===== config.mk =====
export PLATFORM = sky130hd
export DESIGN_NAME = mul8_seq_ctrl
export DESIGN_NICKNAME = d
export VERILOG_FILES = /design/src/rtl/mul8_seq_ctrl.sv
export SDC_FILE = /design/constraint.sdc
export NUM_CORES = 1
export LEC_CHECK = 0
export BUFFER_PORTS_ARGS = -buffer_cell sky130_fd_sc_hd__buf_2
export CAP_MARGIN = 20
export CORE_MARGIN = 8
export CORE_UTILIZATION = 28
export CTS_CLUSTER_DIAMETER = 40
export DETAILED_ROUTE_END_ITERATION = 6
export GPL_TIMING_DRIVEN = 0
export PLACE_DENSITY_LB_ADDON = 0.05
export SETUP_SLACK_MARGIN = 0.02
export SLEW_MARGIN = 20
export SYNTH_ARGS = -nofsm -noshare
export SYNTH_HDL_FRONTEND = slang
export SYNTH_SLANG_ARGS = --single-unit

===== constraint.sdc =====
create_clock -name clk -period 4.6 [get_ports clk]
set_input_delay 0 -clock clk [delete_from_list [all_inputs] [get_ports clk]]
set_output_delay 0 -clock clk [all_outputs]
set_load 0.01 [all_outputs]

===== src/rtl/mul8_seq_ctrl.sv =====
// 8x8 unsigned multiply sequencer built around an external 4x4 combinational
// multiplier. Four nibble partial products are issued over four MUL cycles,
// shifted and summed into a 16-bit accumulator, then handed off over a
// valid/ready result port. A saturating counter tracks completed handoffs.
//
// state | meaning
// ------+-----------------------------------------------------------
// IDLE  | ready for a request; latches operands on start handshake
// MUL   | steps 0..3, one partial product accumulated per cycle
// DONE  | result presented on res/res_valid until res_ready
module mul8_seq_ctrl #(
    parameter int CNT_W = 8
) (
    input  logic             clk,
    input  logic             rst_n,
    input  logic             start_valid,
    output logic             start_ready,
    input  logic [7:0]       a,
    input  logic [7:0]       b,
    output logic             res_valid,
    input  logic             res_ready,
    output logic [15:0]      res,
    output logic [3:0]       mul_ina,
    output logic [3:0]       mul_inb,
    input  logic [7:0]       mul_out,
    output logic             busy,
    output logic [CNT_W-1:0] op_count
);

    localparam logic [1:0] S_IDLE = 2'd0;
    localparam logic [1:0] S_MUL  = 2'd1;
    localparam logic [1:0] S_DONE = 2'd2;

    logic [1:0]       state_q, state_d;
    logic [1:0]       step_q, step_d;
    logic [7:0]       a_q, a_d;
    logic [7:0]       b_q, b_d;
    logic [15:0]      acc_q, acc_d;
    logic [15:0]      res_q, res_d;
    logic [CNT_W-1:0] op_count_q, op_count_d;

    logic [15:0]      pp_shifted;
    logic [15:0]      acc_sum;

    // Nibble selection for the external multiplier and alignment of its product.
    // The multiplier inputs are parked at zero outside MUL.
    always_comb begin
        mul_ina    = 4'd0;
        mul_inb    = 4'd0;
        pp_shifted = 16'd0;
        if (state_q == S_MUL) begin
            case (step_q)
                2'd0: begin
                    mul_ina    = a_q[3:0];
                    mul_inb    = b_q[3:0];
                    pp_shifted = {8'd0, mul_out};
                end
                2'd1: begin
                    mul_ina    = a_q[7:4];
                    mul_inb    = b_q[3:0];
                    pp_shifted = {4'd0, mul_out, 4'd0};
                end
                2'd2: begin
                    mul_ina    = a_q[3:0];
                    mul_inb    = b_q[7:4];
                    pp_shifted = {4'd0, mul_out, 4'd0};
                end
                default: begin
                    mul_ina    = a_q[7:4];
                    mul_inb    = b_q[7:4];
                    pp_shifted = {mul_out, 8'd0};
                end
            endcase
        end
    end

    // The final sum never exceeds 0xFE01, so 16-bit truncation loses nothing.
    assign acc_sum = acc_q + pp_shifted;

    // Next-state and datapath update for the sequencer.
    always_comb begin
        state_d    = state_q;
        step_d     = step_q;
        a_d        = a_q;
        b_d        = b_q;
        acc_d      = acc_q;
        res_d      = res_q;
        op_count_d = op_count_q;
        case (state_q)
            S_IDLE: begin
                if (start_valid) begin
                    a_d     = a;
                    b_d     = b;
                    acc_d   = 16'd0;
                    step_d  = 2'd0;
                    state_d = S_MUL;
                end
            end
            S_MUL: begin
                acc_d  = acc_sum;
                step_d = step_q + 2'd1;
                if (step_q == 2'd3) begin
                    // res is a separate register so it keeps the previous
                    // result while the next operation rebuilds acc from zero.
                    res_d   = acc_sum;
                    state_d = S_DONE;
                end
            end
            S_DONE: begin
                if (res_ready) begin
                    state_d = S_IDLE;
                    if (op_count_q != {CNT_W{1'b1}}) begin
                        op_count_d = op_count_q + {{(CNT_W-1){1'b0}}, 1'b1};
                    end
                end
            end
            default: begin
                state_d = S_IDLE;
            end
        endcase
    end

    // State registers; reset discards any operation in flight.
    always_ff @(posedge clk or negedge rst_n) begin
        if (!rst_n) begin
            state_q    <= S_IDLE;
            step_q     <= 2'd0;
            a_q        <= 8'd0;
            b_q        <= 8'd0;
            acc_q      <= 16'd0;
            res_q      <= 16'd0;
            op_count_q <= '0;
        end else begin
            state_q    <= state_d;
            step_q     <= step_d;
            a_q        <= a_d;
            b_q        <= b_d;
            acc_q      <= acc_d;
            res_q      <= res_d;
            op_count_q <= op_count_d;
        end
    end

    assign start_ready = (state_q == S_IDLE);
    assign busy        = (state_q == S_MUL);
    assign res_valid   = (state_q == S_DONE);
    assign res         = res_q;
    assign op_count    = op_count_q;

endmodule


Word-level counts from Yosys, hierarchy flattened
Cells that the tools add are included.
{"block": "classes", "addsub": 3, "n_eq_ne": 9, "muxes": 14, "n_reduce_logical": 11}
{"operator": "case mux 16 bit (2 select lines)", "n": 2}
{"operator": "two-way mux 16 bit", "n": 2}
{"operator": "adder 16 bit", "n": 1}
{"operator": "two-way mux 4 bit", "n": 4}
{"operator": "adder 8 x 1 -> 8 bit, second input constant", "n": 1}
{"operator": "two-way mux 2 bit", "n": 4}
{"operator": "inequality test 8 bit, second input constant", "n": 1}
{"operator": "== test 2 bit, second input constant", "n": 3}
{"operator": "case mux 2 bit (3 select lines)", "n": 1}
{"operator": "AND reduction 2 bit", "n": 3}
{"operator": "AND reduction 3 bit", "n": 2}
{"operator": "OR reduction 2 bit", "n": 3}
{"operator": "== test 2 x 1 -> 1 bit, second input constant", "n": 2}
{"operator": "logical NOT 2 bit", "n": 2}
{"operator": "inequality test 2 x 1 -> 1 bit, second input constant", "n": 2}
{"operator": "case mux 2 bit (2 select lines)", "n": 1}
{"operator": "adder 2 x 1 -> 2 bit, second input constant", "n": 1}
{"operator": "inequality test 2 bit, second input constant", "n": 1}
{"operator": "nonzero test 2 bit", "n": 1}
{"block": "word_totals", "register_bits": 60, "input_bits": 28, "output_inout_bits": 35, "elab_cells": 44}

Depth between registers and ports, before layout
Gate-level depths: netlist of the first run.
{"block": "logic_depth", "ltp_word": 6, "depth_mapped": 14, "ltp_nobuf": 12}

Worst setup path after synthesis of the first run
Ideal clock, no wire load.
{"block": "synth_path", "kind": "register to register", "start": "register step_q[0]", "end": "register acc_q[8]", "setup_ps": 127, "arrival_time_ps": 2666, "required_time_ps": 4473, "slack_ps": 1807, "stages_incl_launch_ff": 13, "n_path_buf": 2, "synth_period_minus_slack_ps": 2793, "cell_sequence": "dfrtp_1 inv_1 ha_1 clkbuf_1 clkbuf_1 and3_1 ha_1 fa_1 a211oi_1 o21ai_2 a21oi_2 xor2_1 o21ai_0"}
{"block": "synth_between", "elab_chain_len": 6, "word_cells_on_any_way": 8, "cone_classes": "1 x add/sub; 2 x eq/ne; 3 x mux; 2 x reduce/logical"}
{"item": "from (decl)", "line": "35", "source": "logic [1:0] step_q, step_d;"}
{"item": "from (signal assigned)", "line": "135", "source": "step_q <= step_d;"}
{"item": "== test 2 bit or == test 2 x 1 -> 1 bit (tied branches)", "line": "52", "source": "case (step_q)"}
{"item": "OR reduction 2 bit (no source line)"}
{"item": "case mux 16 bit (2 select lines) (*)", "line": "52"}
{"item": "two-way mux 16 bit (*)", "line": "51", "source": "if (state_q == S_MUL) begin"}
{"item": "adder 16 bit (*)", "line": "78", "source": "assign acc_sum = acc_q + pp_shifted;"}
{"item": "case mux 16 bit (2 select lines) (*)", "line": "89", "source": "case (state_q)"}
{"item": "to (signal assigned)", "line": "130", "source": "acc_q <= 16'd0;"}
{"item": "to (signal assigned)", "line": "138", "source": "acc_q <= acc_d;"}
{"item": "to (decl)", "line": "38", "source": "logic [15:0] acc_q, acc_d;"}
Every way passes the cells marked *; elsewhere a longest branch is shown, timed or not.
A chain may end at the register's enable or synchronous reset.

Final worst setup path of the first run
{"block": "layout_path", "start": "register step_q[0]", "end": "register acc_q[13]"}
Same word-level chain as after synthesis.

==> metrics.md, run 1 <==
| Metric | Value |
|---|---|
| Async SR Flop Fraction | `100%` |
| Area growth from synthesis to layout | `27.5%` |
| Leakage | `2.25 nW` |
| DR vias/cell | `4.92` |
| Status | `finished, final reports clean` |
| Post-CTS resize count | `0` |
| FF+latch count, synth | `60` |
| Gate Count Post-Synth | `398` |
| Gp weighted congestion | `0.872` |
| Dominant cell type by area after synthesis | `dfrtp_1` |
| Setup CP Type | `reg -> reg` |
| CP Data Required Time | `4.82 ns` |
| DR iter-0 viols | `180` |
| Core footprint | `13100 um2` |
| Cell area after synthesis | `3700 um2` |
| CTS tree | `done` |
| First-pass iteration count of the detailed router | `5` |
| Largest net degree at the start of global routing | `43` |
| Clock Skew | `0.00752 ns` |
| Min Tclk post-route | `3.45 ns` |
| Drt drc | `0` |
| Count of cell types in the netlist | `55` |
| Mean Syn Cell Area | `9.31 um2` |
| Fin. max-slew vios | `0` |
| Synth Flop Type | `dfrtp_1` |
| Placed Area | `4260 um2` |
| Avg WL per Cell | `17.2 um` |
| Total of max-cap violations | `0` |
| Yosys top cell area share | `40.5%` |
| Reg clk slew, reported paths | `0.06 ns` |
| Setup WS pre-CTS | `1.11 ns` |
| Post-synth EDFFs | `0` |
| CTS max path bufs | `2` |
| Seq/Total Area, Yosys | `40.5%` |
| Hpwl dp | `8.48 mm` |
| Postcts setup bufs | `0` |
| Gr ovfl total | `0` |
| Inserted Diodes | `0` |
| Layout cells sized above 1 | `25.1%` |
| Die Ht | `131 um` |
| Final setup margin | `1.15 ns` |
| Io pins | `63` |
| Worst EP arrival | `3.66 ns` |
| All-Layer GR Usage | `14.3%` |
| Num Clock Sinks | `60` |
| H-tree lvl count | `3` |
| Max Clock Freq | `290 MHz` |
| FP Rows | `42` |
| Die area | `17200 um2` |
| Final #Nets | `539` |
| CTS buffer count | `9` |
| Syn. warnings | `0` |
| Antenna violations before repair | `1` |
| Post-synthesis net count | `447` |
| Antenna viol nets, final | `0` |
| Final setup fails | `0` |
| Placed cells | `637` |
| First-pass GRT wire length | `18.4 mm` |
| Via count | `3298` |
| Post-Layout Cell Count | `671` |
| Setup TNS | `0 ns` |
| RSZ-0062 raised after global routing | `false` |
| Root Buffer | `clkbuf_16` |
| Final period utilization | `75.0%` |
| Clock Latency Late Sink | `0.34 ns` |
| Hold Violations, Final | `0` |
| Setup crit end kind | `register` |
| CP max FO | `10` |
| Fin util | `36.1%` |
| Worst Hold Class | `in -> async` |
| # port buffers | `62` |
| Die width | `131 um` |
| Worst Max-Slew Pin Slew | `0.767 ns` |
| Rel. slew slack | `48.4%` |
| Nature of the critical path startpoint | `register` |
| Hold_buf cts | `18` |
| Final WL | `11.5 mm` |
| Initial Util | `28.3%` |
| Vias in the first global route | `3357` |
| Power per cell area | `692 nW/um2` |
| Peak supply drop | `0.207 mV` |
| Fin area | `4720 um2` |
| Synth top area cells | `dfrtp_1 41%, ha_1 6.8%, mux2_2 5.2%, nand2_1 5.1%, nand3_1 4.3%` |
## sequential cells by signal (all words and copies together), names as in the netlist
| name | flops |
|---|---|
| b_q | 8 |
| state_q | 2 |
| op_count | 8 |
| a_q | 8 |
| step_q | 2 |
| res | 16 |
| acc_q | 16 |
## stage by stage
step	hold slack (ns)	power, mW
final	0.0936	3.27
after CTS	0.101	3.33
after global routing	0.129	3.57
after floorplan	-0.296	2.08
after detailed placement	-0.0818	2.65
after global placement	0.233	2.64
## kinds of logic after synthesis
| logic type | count (synthesis) | share of synthesized area [%] |
|---|---|---|
| adder cells (fa/ha/maj) | 21 | 7.30 |
| flip-flops | 60 | 40.5 |
| AND/OR/NAND/NOR | 145 | 18.9 |
| XOR/XNOR | 16 | 3.78 |
| buffers and inverters | 33 | 5.10 |
| AO/OA/AOI/OAI | 106 | 19.2 |
| multiplexers | 17 | 5.17 |
## synthesized netlist by cell type, types with 6 or more instances
cell type,instances
a211o_1,6
a21o_1,6
a21oi_1,28
and3_1,6
buf_2,7
clkbuf_1,6
dfrtp_1,60
ha_1,20
inv_1,7
mux2_2,17
nand2_1,50
nand3_1,32
nand4_1,9
nor2_1,22
nor3_1,9
o21ai_0,27
o21ai_1,6
xor2_1,13
## layout by cell type, fill, tap and decap left out, drive strengths merged, types with 3 or more instances in the layout
cell         netlist  routed
buf               18      81
dfrtp             60      60
nand2             50      50
o21ai             35      35
nand3             32      32
a21oi             29      29
nor2              22      22
ha                20      20
dlygate4sd3        0      18
mux2              17      17
clkbuf             7      17
xor2              13      13
nand4             10      10
nor3               9       9
inv                8       8
and3               6       6
a211o              6       6
a21o               6       6
a22oi              5       5
clkinv             0       5
and2               4       4
o2111ai            4       4
or4                4       4
xnor2              3       3
o31ai              3       3
o21bai             3       3
## final timing paths
path	from	to	slack, ns	cells after the start
worst max-delay path	step_q[0]	acc_q[13]	1.15	11
worst min-delay path	rst_n	res[5]	0.09	2
worst max register to register	step_q[0]	acc_q[13]	1.15	11
worst min register to register	res[6]	res[6]	0.47	2
max in group asynchronous	rst_n	step_q[0]	3.98	3
min in group clk	mul_out[0]	acc_q[0]	0.21	5
## per-layer routing
layer / wire [um] / share of wire, % / vias up / GRT usage, %
met5: 12 / 0.10 / - / 0
met2: 5160 / 45 / 72 / 21.4
met3: 511 / 4.4 / 19 / 3.08
met1: 5550 / 48 / 1564 / 19.1
li1: - / - / 1641 / -
met4: 285 / 2.5 / 2 / 7.29
## layout make-up
| class | instances | area, um2 |
|---|---|---|
| fillers | 1388 | 8360 |
| multi-input cells | 305 | 2010 |
| flip-flops and latches | 60 | 1500 |
| repair buffers | 81 | 520 |
| clock buffers | 10 | 239 |
| well taps | 176 | 220 |
| plain buffers | 25 | 159 |
| clock inverters | 6 | 40.0 |
| inverters | 8 | 30.0 |
## power breakdown
group / internal (mW) / total, mW / switching (mW)
clock: 0.378 / 0.642 / 0.264
sequential: 0.748 / 0.878 / 0.129
combinational: 0.671 / 1.75 / 1.08
## critical path: stages, from the launching register on
cell	delay [ns]
dfrtp_1	0.42
inv_1	0.10
ha_1	0.14
clkbuf_1	0.35
clkbuf_1	0.43
and3_1	0.29
ha_1	0.27
a211oi_2	0.30
nor2_1	0.09
o31ai_1	0.64
o311a_1	0.22
nand3_1	0.07
Note: power is estimated with default switching activity, not from simulation.
==> run 2, diff against run 1 <==
Clock period 4.6 ns to 3.15 ns, I/O delays scaled along.
==> run 2 against run 1 <==
Compared with the run above: sequential power is 46% higher; combinational power is 50% higher; count of clock-buffer cells in the layout stayed put; sequential share of layout area is 0.37 points lower; highest routed layer unchanged; final cell count is 0.30% lower; fmax is 16% higher; design area is 1.2% higher; total power is 48% higher; first-iteration DRC count is 1.7% higher; global-route usage hardly changed.
==> metrics.md, run 2 (same netlist as run 1, synthesis figures left out) <==
| Metric | Value |
|---|---|
| Status | `finished, final reports clean (unchanged)` |
| Leakage | `2.26 nW (was 2.25 nW)` |
| Nature of the critical path startpoint | `register (unchanged)` |
| Hpwl dp | `8.48 mm (unchanged)` |
| CTS max path bufs | `2 (unchanged)` |
| Commonest non-fill, non-tap cell in the layout | `buf_2 (unchanged)` |
| Antenna violations before repair | `1 (unchanged)` |
| Hold WS | `0.0984 ns (was 0.0936 ns)` |
| Fin util | `36.5% (was 36.1%)` |
| Min Tclk post-route | `2.97 ns (was 3.45 ns)` |
| Final #Nets | `537 (was 539)` |
| Max Clock Freq | `337 MHz (was 290 MHz)` |
| Origin of the worst setup path | `step_q[0] (unchanged)` |
| Filler Cells Inserted | `1386 (was 1388)` |
| DR vias/cell | `4.91 (was 4.92)` |
| Clock Skew | `0.00722 ns (was 0.00752 ns)` |
| Most frequent cells in the layout | `69 x buf_2, 60 x dfrtp_1, 50 x nand2_1 (was 68 x buf_2, 60 x dfrtp_1, 50 x nand2_1)` |
| Avg WL per Cell | `17.3 um (was 17.2 um)` |
| Power per cell area | `1010 nW/um2 (was 692 nW/um2)` |
| Placed Area | `4260 um2 (unchanged)` |
| Fin. max-slew vios | `0 (unchanged)` |
| Reg power frac | `26.5% (was 26.8%)` |
| Die area | `17200 um2 (unchanged)` |
| Setup CP Type | `reg -> reg (unchanged)` |
| R2R depth | `11 (unchanged)` |
| Die Ht | `131 um (unchanged)` |
| Peak supply drop | `0.303 mV (was 0.207 mV)` |
| Via count | `3288 (was 3298)` |
| Setup TNS | `0 ns (unchanged)` |
| First-pass GRT wire length | `18.4 mm (about the same)` |
| Worst Max-Slew Pin Slew | `0.667 ns (was 0.767 ns)` |
| Setup crit end kind | `register (unchanged)` |
| Clock Latency Late Sink | `0.34 ns (about the same)` |
| Die width | `131 um (unchanged)` |
| CP max FO | `10 (unchanged)` |
| Largest net degree at the start of global routing | `43 (unchanged)` |
| CP Cell Sequence | `inv_1, ha_2, clkbuf_4, and3_1, ha_1, fa_1, a211oi_2, o21ai_2, a21oi_4, xor2_1, o21ai_0 (was inv_1, ha_1, clkbuf_1, clkbuf_1, and3_1, ha_1, a211oi_2, nor2_1, o31ai_1, o311a_1, nand3_1)` |
| FP Rows | `42 (unchanged)` |
| R2r endpoint | `res[8] (was acc_q[13])` |
| R2r setup slk | `0.18 ns (was 1.15 ns)` |
| Final WL | `11.5 mm (about the same)` |
| Hold Violations, Final | `0 (unchanged)` |
| Gr ovfl total | `0 (unchanged)` |
| All-Layer GR Usage | `14.4% (was 14.3%)` |
| Slowest-stage cell, CP | `fa_1 (was o31ai_1)` |
| Rel. slew slack | `55.5% (was 48.4%)` |
| Combinational share of power | `54.2% (was 53.5%)` |
| Initial Util | `28.3% (unchanged)` |
| Num Clock Sinks | `60 (unchanged)` |
| CP peak stage delay | `0.45 ns (was 0.64 ns)` |
| Inserted Diodes | `0 (unchanged)` |
| Vias in the first global route | `3351 (was 3357)` |
| Fin area | `4780 um2 (was 4720 um2)` |
| Final setup fails | `0 (unchanged)` |
| RSZ-0062 raised after global routing | `true (was false)` |
| Core footprint | `13100 um2 (unchanged)` |
| Final period utilization | `94.3% (was 75.0%)` |
| Worst Hold Class | `in -> async (unchanged)` |
| Int Power | `2.68 mW (was 1.80 mW)` |
| Worst EP arrival | `3.19 ns (was 3.66 ns)` |
| DR iter-0 viols | `183 (was 180)` |
| Area growth from synthesis to layout | `29.0% (was 27.5%)` |
| Reg clk slew, reported paths | `0.06 ns (about the same)` |
| CTS buffer count | `9 (unchanged)` |
| Total of max-cap violations | `0 (unchanged)` |
| # port buffers | `62 (unchanged)` |
| First-pass iteration count of the detailed router | `4 (was 5)` |
| Gp weighted congestion | `0.872 (unchanged)` |
| Drt drc | `0 (unchanged)` |
| CTS tree | `done (unchanged)` |
| Root Buffer | `clkbuf_16 (unchanged)` |
| Switching part of the total | `44.7% (was 45.0%)` |
| Crit Reg-Reg Startpoint | `step_q[0] (unchanged)` |
| Layout cells sized above 1 | `28.4% (was 25.1%)` |
| Clock network power share | `19.3% (was 19.6%)` |
| Io pins | `63 (unchanged)` |
| Antenna viol nets, final | `0 (unchanged)` |
| Net Sw Power | `2.16 mW (was 1.47 mW)` |
| Critical Path End | `res[8] (was acc_q[13])` |
| CP Data Required Time | `3.37 ns (was 4.82 ns)` |
| H-tree lvl count | `3 (unchanged)` |
| Tot Pwr | `4.84 mW (was 3.27 mW)` |
-- run 2: changes by cell type in the layout (fill, tap and decap cells not counted), moves of 2 or more --
cell      change
buf_1         -2
ha_1          -4
ha_2          +4
clkbuf_4      +2
clkbuf_1      -5
a21oi_1       -2
-- run 2: stage by stage --
step / std cells / setup slack [ns]
after CTS: 670 / 0.0415
after floorplan: 398 / 0.357
final: 669 / 0.179
after global placement: 636 / -0.358
after detailed placement: 637 / -0.337
after global routing: 669 / 0.00896
-- run 2: area by class of cell --
| class | count | area (um2) | share of cell area, % |
|---|---|---|---|
| buffer | 22 | 158 | 3.30 |
| clock buffer | 10 | 239 | 5.00 |
| clock inverter | 6 | 40.0 | 0.838 |
| inverter | 8 | 30.0 | 0.628 |
| multi-input combinational | 305 | 2060 | 43.2 |
| sequential | 60 | 1500 | 31.4 |
| tap | 176 | 220 | 4.61 |
| timing repair buffer | 82 | 528 | 11.1 |
-- run 2: power groups by stage --
stage / logic (mW) / registers (mW) / clock network, mW
after detailed placement: 2.58 / 1.30 / 0
after global routing: 2.95 / 1.33 / 0.995
after floorplan: 1.74 / 1.30 / 0
after CTS: 2.64 / 1.29 / 0.967
after global placement: 2.56 / 1.29 / 0
final: 2.62 / 1.28 / 0.932
-- run 2: what timing repair did --
item,4_1_cts,5_1_grt
hold buffers,18,0
pin swaps,0,1
endpoints found under the setup margin,16,17
buffers inserted,0,1
resized for setup,8,11
hold endpoints to repair,77,0
-- run 2: layer usage --
metal	vias to the layer above	track usage [%]	share of wire (%)
li1	1630	-	-
met1	1554	19.1	48
met2	82	21.4	45
met3	20	3.08	4.8
met4	2	7.29	2.6
met5	-	0	0.087
-- run 2: worst min path at each step --
stage	from	endpoint	slack [ns]	depth (start not counted)
after floorplan	rst_n	a_q[0]	-0.30	0
after global placement	b[4]	b_q[4]	0.23	2
after detailed placement	rst_n	res[5]	-0.08	1
after CTS	rst_n	res[5]	0.10	2
after global routing	rst_n	res[5]	0.13	2
final	rst_n	res[5]	0.1	2
-- run 2: critical path, delay by kind of cell, from the launching register on --
| family | cells | cell delay, ns |
|---|---|---|
| simple gates | 1 | 0.19 |
| fa+ha+maj | 3 | 0.94 |
| xor+xnor | 1 | 0.21 |
| buf+inv | 2 | 0.30 |
| compound gates | 4 | 0.79 |
| flops | 1 | 0.41 |
==> run 3, diff against run 2 <==
Settings changed: GPL_TIMING_DRIVEN 0 to 1, SLEW_MARGIN 20 to default.
==> run 3 against run 2 <==
Compared with the run above: final cell count down 1.9%; clock skew down 0.00052 ns; critical path depth down 1; largest cell class unchanged; clock power up 15%; via count down 3.3%; global-route usage down 0.92 points; combinational power down 7.6%; design area down 2.1%; sequential cell count unchanged; critical endpoint is now res[13]; routed wire length down 6.5%; critical path type unchanged.
==> metrics.md, run 3 (same netlist as run 1, synthesis figures left out) <==
| Metric | Value |
|---|---|
| Initial Util | `28.3% (unchanged)` |
| Int Power | `2.74 mW (was 2.68 mW)` |
| Gp weighted congestion | `0.807 (was 0.872)` |
| Setup CP Type | `reg -> reg (unchanged)` |
| Core footprint | `13100 um2 (unchanged)` |
| CP bufs+invs | `1 (was 2)` |
| Gr ovfl total | `0 (unchanged)` |
| Setup TNS | `0 ns (unchanged)` |
| Die width | `131 um (unchanged)` |
| Fin. max-slew vios | `0 (unchanged)` |
| Clock Latency Late Sink | `0.34 ns (about the same)` |
| Setup WS pre-CTS | `0.0223 ns (was -0.337 ns)` |
| Slowest-stage cell, CP | `dfrtp_1 (was fa_1)` |
| Tot Pwr | `4.78 mW (was 4.84 mW)` |
| Reg power frac | `26.9% (was 26.5%)` |
| Worst Hold Class | `in -> async (unchanged)` |
| Avg WL per Cell | `16.5 um (was 17.3 um)` |
| Total of max-cap violations | `0 (unchanged)` |
| Power per cell area | `1020 nW/um2 (was 1010 nW/um2)` |
| Status | `finished, final reports clean (unchanged)` |
| CP peak stage delay | `0.41 ns (was 0.45 ns)` |
| Metal-1 WL | `5.15 mm (was 5.54 mm)` |
| H-tree lvl count | `3 (unchanged)` |
| Hpwl dp | `7.83 mm (was 8.48 mm)` |
| Max Clock Freq | `338 MHz (was 337 MHz)` |
| Die area | `17200 um2 (unchanged)` |
| Antenna viol nets, final | `0 (unchanged)` |
| Die Ht | `131 um (unchanged)` |
| Commonest non-fill, non-tap cell in the layout | `buf_2 (unchanged)` |
| Leakage | `2.20 nW (was 2.26 nW)` |
| Routed length on met2 | `4.81 mm (was 5.15 mm)` |
| Final setup fails | `0 (unchanged)` |
| Largest net degree at the start of global routing | `41 (was 43)` |
| CTS max path bufs | `2 (unchanged)` |
| Io pins | `63 (unchanged)` |
| CP Cell Sequence | `inv_1, ha_2, a22oi_1, nor3_1, ha_1, a21oi_1, o21ai_1, a221oi_2, or4_1, nand3_1 (was inv_1, ha_2, clkbuf_4, and3_1, ha_1, fa_1, a211oi_2, o21ai_2, a21oi_4, xor2_1, o21ai_0)` |
| All-Layer GR Usage | `13.4% (was 14.4%)` |
| Setup crit end kind | `register (unchanged)` |
| WL met3 | `626 um (was 550 um)` |
| Post-Layout Cell Count | `656 (was 669)` |
| Postcts setup bufs | `0 (unchanged)` |
| CP Data Required Time | `3.36 ns (was 3.37 ns)` |
| DR vias/cell | `4.85 (was 4.91)` |
| FP Rows | `42 (unchanged)` |
| DR iter-0 viols | `157 (was 183)` |
| CTS tree | `done (unchanged)` |
| First-pass GRT wire length | `17.4 mm (was 18.4 mm)` |
| Filler Cells Inserted | `1402 (was 1386)` |
| Final setup margin | `0.194 ns (was 0.179 ns)` |
| Delay-heaviest family, CP | `compound AO/OA/AOI/OAI gates (was adder cells)` |
| Rel. slew slack | `44.2% (was 55.5%)` |
| Num Clock Sinks | `60 (unchanged)` |
| # port buffers | `62 (unchanged)` |
| Via count | `3179 (was 3288)` |
| Antenna violations before repair | `0 (was 1)` |
| Peak supply drop | `0.391 mV (was 0.303 mV)` |
| Final #Nets | `523 (was 537)` |
| Root Buffer | `clkbuf_16 (unchanged)` |
| Net Sw Power | `2.04 mW (was 2.16 mW)` |
| Min Tclk post-route | `2.96 ns (was 2.97 ns)` |
| Clock Skew | `0.00670 ns (was 0.00722 ns)` |
| Final period utilization | `93.9% (was 94.3%)` |
| Most frequent cells in the layout | `62 x buf_2, 60 x dfrtp_1, 49 x nand2_1 (was 69 x buf_2, 60 x dfrtp_1, 50 x nand2_1)` |
| Layout cells sized above 1 | `25.5% (was 28.4%)` |
| Final WL | `10.8 mm (was 11.5 mm)` |
| Combinational share of power | `50.6% (was 54.2%)` |
| Nature of the critical path startpoint | `register (unchanged)` |
| Placed cells | `621 (was 637)` |
| Reg clk slew, reported paths | `0.05 ns (was 0.06 ns)` |
| First-pass iteration count of the detailed router | `4 (unchanged)` |
| Worst Max-Slew Pin Slew | `0.834 ns (was 0.667 ns)` |
| Top Layer Used | `met4 (was met5)` |
| Clock network power share | `22.5% (was 19.3%)` |
| Fin util | `35.7% (was 36.5%)` |
| RSZ-0062 raised after global routing | `false (was true)` |
| Worst EP arrival | `3.16 ns (was 3.19 ns)` |
| Hold Violations, Final | `0 (unchanged)` |
| CP max FO | `9 (was 10)` |
| Switching part of the total | `42.6% (was 44.7%)` |
| CTS buffer count | `9 (unchanged)` |
| Vias in the first global route | `3260 (was 3351)` |
| Drt drc | `0 (unchanged)` |
| Area growth from synthesis to layout | `26.2% (was 29.0%)` |
run 3: cell types whose count changed in the layout (fill, tap and decap cells not counted), moves of 2 or more:
cell       before  now
a21oi_1        26   28
clkinv_4        2    0
bufinv_16       0    2
buf_4           6   10
buf_2          69   62
clkbuf_4        3    0
buf_6           5    0
clkinv_2        3    1
run 3: final cells by class:
class / count / area (um2) / area share [%]
Sequential cell: 60 / 1500 / 32.1
Clock inverter: 4 / 72.6 / 1.55
Tap cell: 176 / 220 / 4.71
Clock buffer: 12 / 246 / 5.27
Inverter: 8 / 30.0 / 0.642
Timing Repair Buffer: 90 / 566 / 12.1
Multi-Input combinational cell: 305 / 2040 / 43.6
Antenna cell: 1 / 2.50 / 0.0535
run 3: worst register-to-register path: stages (launching register included):
cell      delay, ns
dfrtp_1        0.41
inv_1          0.09
ha_2           0.41
a22oi_1        0.10
nor3_1         0.30
ha_1           0.38
a21oi_1        0.38
o21ai_1        0.15
a221oi_2       0.37
or4_1          0.16
nand3_1        0.08
run 3: final timing paths:
kind                            start        to  slack [ns]  depth (start not counted)
setup / recovery            step_q[0]   res[13]        0.19                         10
hold / removal                  rst_n  acc_q[4]        0.16                          2
setup reg to reg            step_q[0]   res[13]        0.19                         10
hold reg to reg                res[6]    res[6]        0.47                          2
max in group asynchronous       rst_n    b_q[2]        2.08                          3
min in group clk           mul_out[0]  acc_q[0]        0.22                          5
run 3: power groups by stage:
stage,Combinational [mW],Sequential (mW),Clock (mW)
after global placement,2.40,1.29,0
final,2.42,1.29,1.07
after floorplan,1.74,1.30,0
after detailed placement,2.40,1.30,0
after global routing,2.73,1.33,1.14
after CTS,2.43,1.29,1.12
run 3: repair_timing:
| action | CTS | global route |
|---|---|---|
| setup endpoints to repair | 2 | 8 |
| hold buffers | 18 | 0 |
| endpoints found under the hold margin | 37 | 0 |
| resized for setup | 1 | 5 |
run 3: through the flow:
stage / hold slack [ns] / instance area (um2)
detailed placement: 0.0105 / 4160
global route: 0.219 / 4670
floorplan: -0.296 / 3700
finish: 0.161 / 4680
CTS: 0.179 / 4660
global placement: 0.00818 / 4160
run 3: routing by layer:
layer / global-route usage (%) / vias up
met5: 0 / -
met3: 4.87 / 13
met4: 5.20 / 0
met1: 17.1 / 1495
met2: 20.3 / 75
li1: - / 1596
